<file path="src/rtl/pipe3_alu_core.sv">
// pipe3_alu_core: three-stage (fetch / execute / writeback) integer pipeline with
// an internal register file, eight-op ALU, EX-stage forwarding from the EX/WB
// register, global stall (en), sticky HALT and a retire counter.
module pipe3_alu_core #(
  parameter int DATA_W     = 32,
  parameter int NREGS      = 32,
  parameter int IMEM_DEPTH = 32,
  parameter bit R0_ZERO    = 1'b1
) (
  input  logic              clk,
  input  logic              rst,
  input  logic              en,
  output logic [31:0]       imem_addr,
  input  logic [31:0]       imem_rdata,
  output logic              wb_valid,
  output logic [4:0]        wb_addr,
  output logic [DATA_W-1:0] wb_data,
  input  logic [4:0]        dbg_raddr,
  output logic [DATA_W-1:0] dbg_rdata,
  output logic              halted,
  output logic [31:0]       retired
);

  localparam int AW = $clog2(NREGS);

  localparam logic [2:0] OP_ADD  = 3'd0;
  localparam logic [2:0] OP_SUB  = 3'd1;
  localparam logic [2:0] OP_AND  = 3'd2;
  localparam logic [2:0] OP_OR   = 3'd3;
  localparam logic [2:0] OP_XOR  = 3'd4;
  localparam logic [2:0] OP_LDI  = 3'd5;
  localparam logic [2:0] OP_HALT = 3'd7;

  // The instruction memory is external; its depth only constrains legal configurations.
  if (NREGS < 2 || NREGS > 32 || (NREGS & (NREGS - 1)) != 0 || IMEM_DEPTH < 1) begin : g_param_check
    $error("pipe3_alu_core: NREGS must be a power of 2 in 2..32 and IMEM_DEPTH >= 1");
  end

  function automatic logic signed [DATA_W-1:0] alu(
    input logic [2:0]               op,
    input logic signed [DATA_W-1:0] a,
    input logic signed [DATA_W-1:0] b,
    input logic [13:0]              imm
  );
    case (op)
      OP_ADD:  alu = a + b;
      OP_SUB:  alu = a - b;
      OP_AND:  alu = a & b;
      OP_OR:   alu = a | b;
      OP_XOR:  alu = a ^ b;
      OP_LDI:  alu = $signed(DATA_W'(imm));
      default: alu = '0;
    endcase
  endfunction

  logic [31:0]              pc_p0;
  logic [31:0]              instr_p1;
  logic                     vld_p1;
  logic [DATA_W-1:0]        regs [NREGS];

  logic [2:0]               op_p1;
  logic [4:0]               rd_p1;
  logic [AW-1:0]            rs1_p1;
  logic [AW-1:0]            rs2_p1;
  logic [13:0]              imm_p1;
  logic                     ex_halt;
  logic                     ex_wr;
  logic [AW-1:0]            wb_idx;
  logic                     wb_commit;
  logic                     fwd_ok;
  logic signed [DATA_W-1:0] opa_p1;
  logic signed [DATA_W-1:0] opb_p1;
  logic signed [DATA_W-1:0] res_p1;

  assign imem_addr = pc_p0;

  assign op_p1   = instr_p1[31:29];
  assign rd_p1   = instr_p1[28:24];
  assign rs1_p1  = instr_p1[19 +: AW];
  assign rs2_p1  = instr_p1[14 +: AW];
  assign imm_p1  = instr_p1[13:0];
  assign ex_halt = vld_p1 && (op_p1 == OP_HALT);
  assign ex_wr   = vld_p1 && (op_p1 <= OP_LDI);

  // A write to the hard-wired zero register still flows down the pipe but commits nothing.
  assign wb_idx    = wb_addr[AW-1:0];
  assign wb_commit = wb_valid && !(R0_ZERO && wb_idx == '0);
  assign fwd_ok    = wb_commit;

  assign dbg_rdata = (R0_ZERO && dbg_raddr[AW-1:0] == '0) ? '0 : regs[dbg_raddr[AW-1:0]];

  // ---- execute stage (p1): operand read with bypass from EX/WB, then ALU ----
  // Operand select: the one-ahead producer sits in EX/WB, the two-ahead one is already in regs.
  always_comb begin
    opa_p1 = (R0_ZERO && rs1_p1 == '0) ? '0 : $signed(regs[rs1_p1]);
    opb_p1 = (R0_ZERO && rs2_p1 == '0) ? '0 : $signed(regs[rs2_p1]);
    if (fwd_ok && rs1_p1 == wb_idx) opa_p1 = $signed(wb_data);
    if (fwd_ok && rs2_p1 == wb_idx) opb_p1 = $signed(wb_data);
    res_p1 = alu(op_p1, opa_p1, opb_p1, imm_p1);
  end

  // ---- fetch stage (p0) -> IF/EX, EX -> EX/WB control ----
  // Control state: pc, stage valids, HALT latch and retire counter; en=0 freezes all of it.
  always_ff @(posedge clk) begin
    if (rst) begin
      pc_p0    <= '0;
      vld_p1   <= 1'b0;
      wb_valid <= 1'b0;
      halted   <= 1'b0;
      retired  <= '0;
    end else if (en) begin
      if (!halted) begin
        pc_p0  <= pc_p0 + 32'd4;
        vld_p1 <= !ex_halt;
      end else begin
        vld_p1 <= 1'b0;
      end
      wb_valid <= ex_wr;
      if (ex_halt) halted <= 1'b1;
      if (wb_commit) retired <= retired + 32'd1;
    end
  end

  // IF/EX instruction latch; qualified by vld_p1 so it needs no reset.
  always_ff @(posedge clk) begin
    if (en && !halted) instr_p1 <= imem_rdata;
  end

  // ---- EX/WB register (p2) ----
  // Result latch: holds the last register write until the next one leaves EX.
  always_ff @(posedge clk) begin
    if (rst) begin
      wb_addr <= '0;
      wb_data <= '0;
    end else if (en && ex_wr) begin
      wb_addr <= rd_p1;
      wb_data <= res_p1;
    end
  end

  // ---- writeback into the register file ----
  // Register file: cleared by reset, written from EX/WB only while the pipe advances.
  always_ff @(posedge clk) begin
    if (rst) begin
      for (int i = 0; i < NREGS; i++) regs[i] <= '0;
    end else if (en && wb_commit) begin
      regs[wb_idx] <= wb_data;
    end
  end

endmodule

</file>
<file path="config.mk">
export PLATFORM = sky130hd
export DESIGN_NAME = pipe3_alu_core
export DESIGN_NICKNAME = d
export VERILOG_FILES = /design/src/rtl/pipe3_alu_core.sv
export SDC_FILE = /design/constraint.sdc
export NUM_CORES = 2
export LEC_CHECK = 0
export CAP_MARGIN = 10
export CORE_UTILIZATION = 25
export DETAILED_ROUTE_END_ITERATION = 10
export PLACE_DENSITY = 0.44
export SLEW_MARGIN = 5
export SYNTH_ARGS = -nofsm -noshare
export SYNTH_HDL_FRONTEND = slang
export SYNTH_SLANG_ARGS = --single-unit
</file>
<file path="constraint.sdc">
create_clock -name clk -period 18.96 [get_ports clk]
set_input_delay 2.844 -clock clk [delete_from_list [all_inputs] [get_ports clk]]
set_output_delay 2.844 -clock clk [all_outputs]
set_load 0.01 [all_outputs]
</file>
* Word level (Yosys, flattened, before mapping)
Memories as Yosys holds them, arrays and structs flattened. A register that Yosys moved wholly into a read port is not among the register bits. Cells that the tools add are included.
Cells by class: add/subtract/negate cells 4, $mul 0, equal/unequal tests 8, shifts and indexed selects 0, $lt $le $gt $ge 1, div/mod/pow operators 0, muxes and demuxes 17, bitwise gates (word level) 4, reductions and logical operators 20
Operators by type and width (number):
- $mux W32 | 6
- $pmux W32 S6 | 1
- $add A32 B1 Y32 const B | 1
- $add A32 B3 Y32 const B | 1
- $add A32 B32 Y32 | 1
- $and A32 B32 Y32 | 1
- $or A32 B32 Y32 | 1
- $reduce_or A32 Y1 | 1
- $sub A32 B32 Y32 | 1
- $xor A32 B32 Y32 | 1
- $logic_not A5 Y1 | 4
- $mux W5 | 3
- $eq A5 B5 Y1 | 2
- $eq A3 B3 Y1 const B | 3
- $logic_and A1 B1 Y1 | 8
- $mux W1 | 7
- $eq A3 B2 Y1 const B | 2
- $reduce_and A2 Y1 | 3
- $eq A3 B1 Y1 const B | 1
- $le A3 B3 Y1 const B | 1
- $logic_not A1 Y1 | 3
- $logic_not A3 Y1 | 1
- $not A1 Y1 | 1
Word-level totals: output and inout bits 135, bits in latches 0, RAM bits 1024, word-level logic and storage cells 63, bits of input ports 40, memory bits (read-only) 0, memories kept 1, register bits after elaboration 136
Memory list:
- regs | depth 32, width 32, read ports 3, clocked after Yosys merged registers in 2, write ports 32, line 59 | logic [DATA_W-1:0] regs [NREGS];

* Longest topological paths before layout
depth in word-level cells 9, mapped depth 29, mapped depth without buffers 25

* Worst setup path after synthesis
OpenSTA, ideal clock, no wires.
kind input -> output, start point input dbg_raddr[0], end point output dbg_rdata[10], buffers on the path 3, data required time 16116 ps, arrival time 5245 ps, cell stages on the path 7, setup slack 10871 ps, path through clkbuf_1 buf_1 buf_1 mux4_2 mux4_2 mux2i_1 nor2_1
Between the ends: cells in the longest elaborated chain, start to end 2, elaborated cells between the ends (all ways) 3, those cells by class mux (1); reduce/logical (1); memory (1)
Ends and longest elaborated chain:
- start: declaration | line 18 | input logic [4:0] dbg_raddr,
- $mem_v2 Z32 W32 / $logic_not A5 Y1 (equally long branches)
- $mux W32 (*) | line 90 | assign dbg_rdata = (R0_ZERO && dbg_raddr[AW-1:0] == '0) ? '0 : regs[dbg_raddr[AW-1:0]];
- end: declaration | line 19 | output logic [DATA_W-1:0] dbg_rdata,
Mark *: on every way between the ends. The rest lies on a longest branch, timed or not.

* Worst setup path after layout
start point input dbg_raddr[0], end point output dbg_rdata[13]
Same word-level chain as after synthesis.

==> results.md <==
- DR WL/cell: roughly 35 microns
- Routability Congestion: roughly 0.9
- Final setup margin: 8.413 ns
- Predominant post-synthesis flop cell: edfxtp_1
- Initial antenna violation count: 48
- CTS clk-pin slew, worst paths: 0.06 ns
- DIE WIDTH: around 540 microns
- Postcts setup bufs: 0
- Met2 Usage GRT: roughly 32%
- Part of the cycle the worst path needs: a little under three fifths
- Vias per cell: ~5.5
- PostCTS Resize Cnt: 0
- Async S/R FF share, synth: 0%
- Yosys top cell area share: a little over two fifths
- Slew margin rel.: approximately a tenth
- Die ar.: approximately 290000 sq um
- Max-cap violations: 0
- Mean Syn Cell Area: 14.26 sq um
- Clock Path Buffers: 4
- Area Growth Syn to Fin: 15.15%
- Row count: around 200
- Top Usage Layer GRT: met2
- Nets: about 5.3k
- H-tree lvl count: 4
- Slew @ Worst Pin: 1.341 ns
- Ports: around 180
- GRT overflow: 0
- CP startpoint kind: input pin
- TritonCTS Sinks: between 1k and 1.5k
- Grt met3 use: under 10%
- Hold Crit Class: reg -> reg
- DRC Markers: 0
- Filler cells: slightly below 30k
- Total power: about 0.0074 W
- Die Ht: between 500 and 600 microns
- FMAX: about 95 MHz
- Initial Util: 25.21%
- Setup WS pre-CTS: 8.168 ns
- GRT Overall Usage: a little over a fifth
- Hold Worst Slack: about 0.5 ns
- Final HPWL DP: a little under 200 mm
- Fin Setup TNS: 0 ns
- Final Hold Fails: 0
- Status: complete, no violations
- IO Port Bufs: 172
- Cell area after synthesis: about 73000 sq um
- Drt pass-1 iters: 5
- Synth top area cells: edfxtp_1, mux4_2, and2_1
- Min cycle time layout: approximately 11 ns
- Setup CP Type: in -> out
- Synthesized flop and latch total: 1168
- Register area share after synthesis: a little under half
- Post-route ant nets: 0
- CP Max Fanout: 64
- CP max stage cell: buf_4
- Clk_skew: 0.05171 ns
- Critical Path Max Stage Delay: between 0.9 and 1 ns
- CTS Buf Count: 146
- Post-synth EDFFs: approximately 1.1k
- Fin. max-slew vios: 0
- Storage cell area: 33990 sq um
- Post-Synthesis Cells: ~5.1k
- Iteration-0 DRC count of the detailed router: around 7.4k
- Static Leakage: approximately 30 nW
- Layout cells sized above 1: a little over a quarter
- Placeable Area: slightly below 300000 sq um
- Via count: around 50k
- Cell Pwr Density: 87.67 nW/um^2
- CTS tree: done
- GR Util met1: a little under a third
- First-pass GRT wire length: between 400 and 500 mm
- RSZ-0062 raised after global routing: no
- CP Capture Type: output port
- Yosys cell types: 80
- Largest net degree at the start of global routing: 130
- Max VDD drop: between 0.06 and 0.07 mV
- Crit path DAT: around 7.7 ns
- Cts hold-fix bufs: 0
- Clk root buf: clkbuf_16
- Synth Warn #: 0
- # setup viols final: 0
- Number of global-route vias before repair: about 48k
- Area of the multi-input gates: about 37000 sq um
- Required time worst endpoint: 16.12 ns
- Crit-path cells: buf_8 > buf_4 > buf_4 > mux4_2 > mux4_2 > mux2i_1 > nor2_1 > clkdlybuf4s50_1
- Latest clock arrival within the worst-skew pair: between 0.8 and 0.9 ns
- Synth area leader: edfxtp_1
- WL final: approximately 320 mm
[cell usage after synthesis (9+ instances only)]
library cell and number:
nand4_1 24, or2_2 34, and4_1 10, mux4_1 20, nand2_1 162, nand3_1 37
or3_1 10, and3_1 20, nor3_1 36, dfxtp_1 112, edfxtp_1 1056, buf_6 20
nor2_1 200, a221oi_1 23, mux2i_1 184, o21ai_0 109, mux4_2 861, o211ai_1 9
buf_4 13, nor2b_1 20, a221o_1 12, inv_1 87, o21a_1 9, a211oi_1 57
and2_1 1023, buf_1 67, mux2_2 16, xnor2_1 55, a21oi_1 109, a22oi_1 11
ha_1 98, buf_2 30, o221ai_1 9, a21o_1 16, clkbuf_1 374, xor2_1 63
[registers in the layout, indices dropped and copies added, names as in the netlist, 5 cells and up, named ones only]
| name | cells |
|---|---|
| wb_addr | 5 |
| imem_addr | 30 |
| wb_data | 32 |
| instr_p1 | 32 |
| regs | 1024 |
| retired | 32 |
[worst paths after layout]
path / startpoint / end / slack (ns) / depth (start not counted)
setup / recovery: dbg_raddr[0] / dbg_rdata[13] / 8.41 / 8
hold / removal: retired[20] / retired[20] / 0.50 / 2
setup reg to reg: flop / wb_data[31] / 10.21 / 22
hold reg to reg: retired[20] / retired[20] / 0.50 / 2
[layer usage]
layer / vias up / routed length (microns)
li1: 19870 / -
met1: 26840 / 140300
met2: 3031 / 140800
met3: 543 / 30570
met4: 8 / 12320
met5: - / 41
[cell type report]
cell class / instances / area share (%)
diodes: 13 / 0.03880
clock buffers: 184 / 4.704
inverters: 88 / 0.3969
flip-flops and latches: 1168 / 40.54
well taps: 3880 / 5.790
repair buffers: 358 / 3.865
multi-input cells: 3374 / 43.84
clock inverters: 67 / 0.8267
[cells in the final DEF (no fill, tap or decap), drive strengths merged, types with 112 or more instances in the layout]
master / synthesis / final
and2: 1023 / 1023
buf: 136 / 191
clkbuf: 374 / 185
clkdlybuf4s50: 0 / 166
dfxtp: 112 / 112
edfxtp: 1056 / 1056
mux2i: 184 / 184
mux4: 881 / 881
nand2: 163 / 163
nor2: 201 / 201
o21ai: 112 / 112
[worst max-delay path, delay by kind of cell]
| kind | cells | cell delay (ns) |
|---|---|---|
| multiplexers | 3 | 1.61 |
| AND/OR/NAND/NOR | 1 | 0.12 |
| buffers and inverters | 4 | 2.92 |
[kinds of logic (layout without fill, tap and decap cells)]
family / count (synthesis) / after routing / share of synthesized area (%)
and+or+nand+nor: 1615 / 1615 / 12.64
adders and majority gates: 99 / 99 / 1.711
buffers and inverters: 598 / 697 / 3.541
other: 1 / 47 / 0.005150
DFF: 1168 / 1168 / 46.63
xor gates and xnor gates: 118 / 118 / 1.419
AOI/OAI and AO/OA: 427 / 427 / 3.928
muxes: 1081 / 1081 / 30.13
[report_power, final]
part / total (W) / internal [W] / leakage (nW) / switching [W]
registers: 0.00299 / 0.00289 / 11.8 / 0.000101
clock network: 0.00284 / 0.00165 / 2.27 / 0.00119
logic: 0.00152 / 0.000615 / 15.1 / 0.000904
total: 0.00735 / 0.00516 / 29.1 / 0.00219
[stage by stage]
| stage | area (sq um) | util [%] | std cells |
|---|---|---|---|
| 2_1_floorplan | 72940 | - | 5140 |
| 3_3_place_gp | 79170 | 27.41 | 8868 |
| 4_1_cts | 83810 | 29.01 | 9119 |
| 3_5_place_dp | 79170 | 27.41 | 8868 |
| 5_1_grt | 83820 | 29.02 | 9122 |
| 6_report | 83840 | 29.02 | 9132 |
No activity file was read; power rests on OpenSTA's default activity.
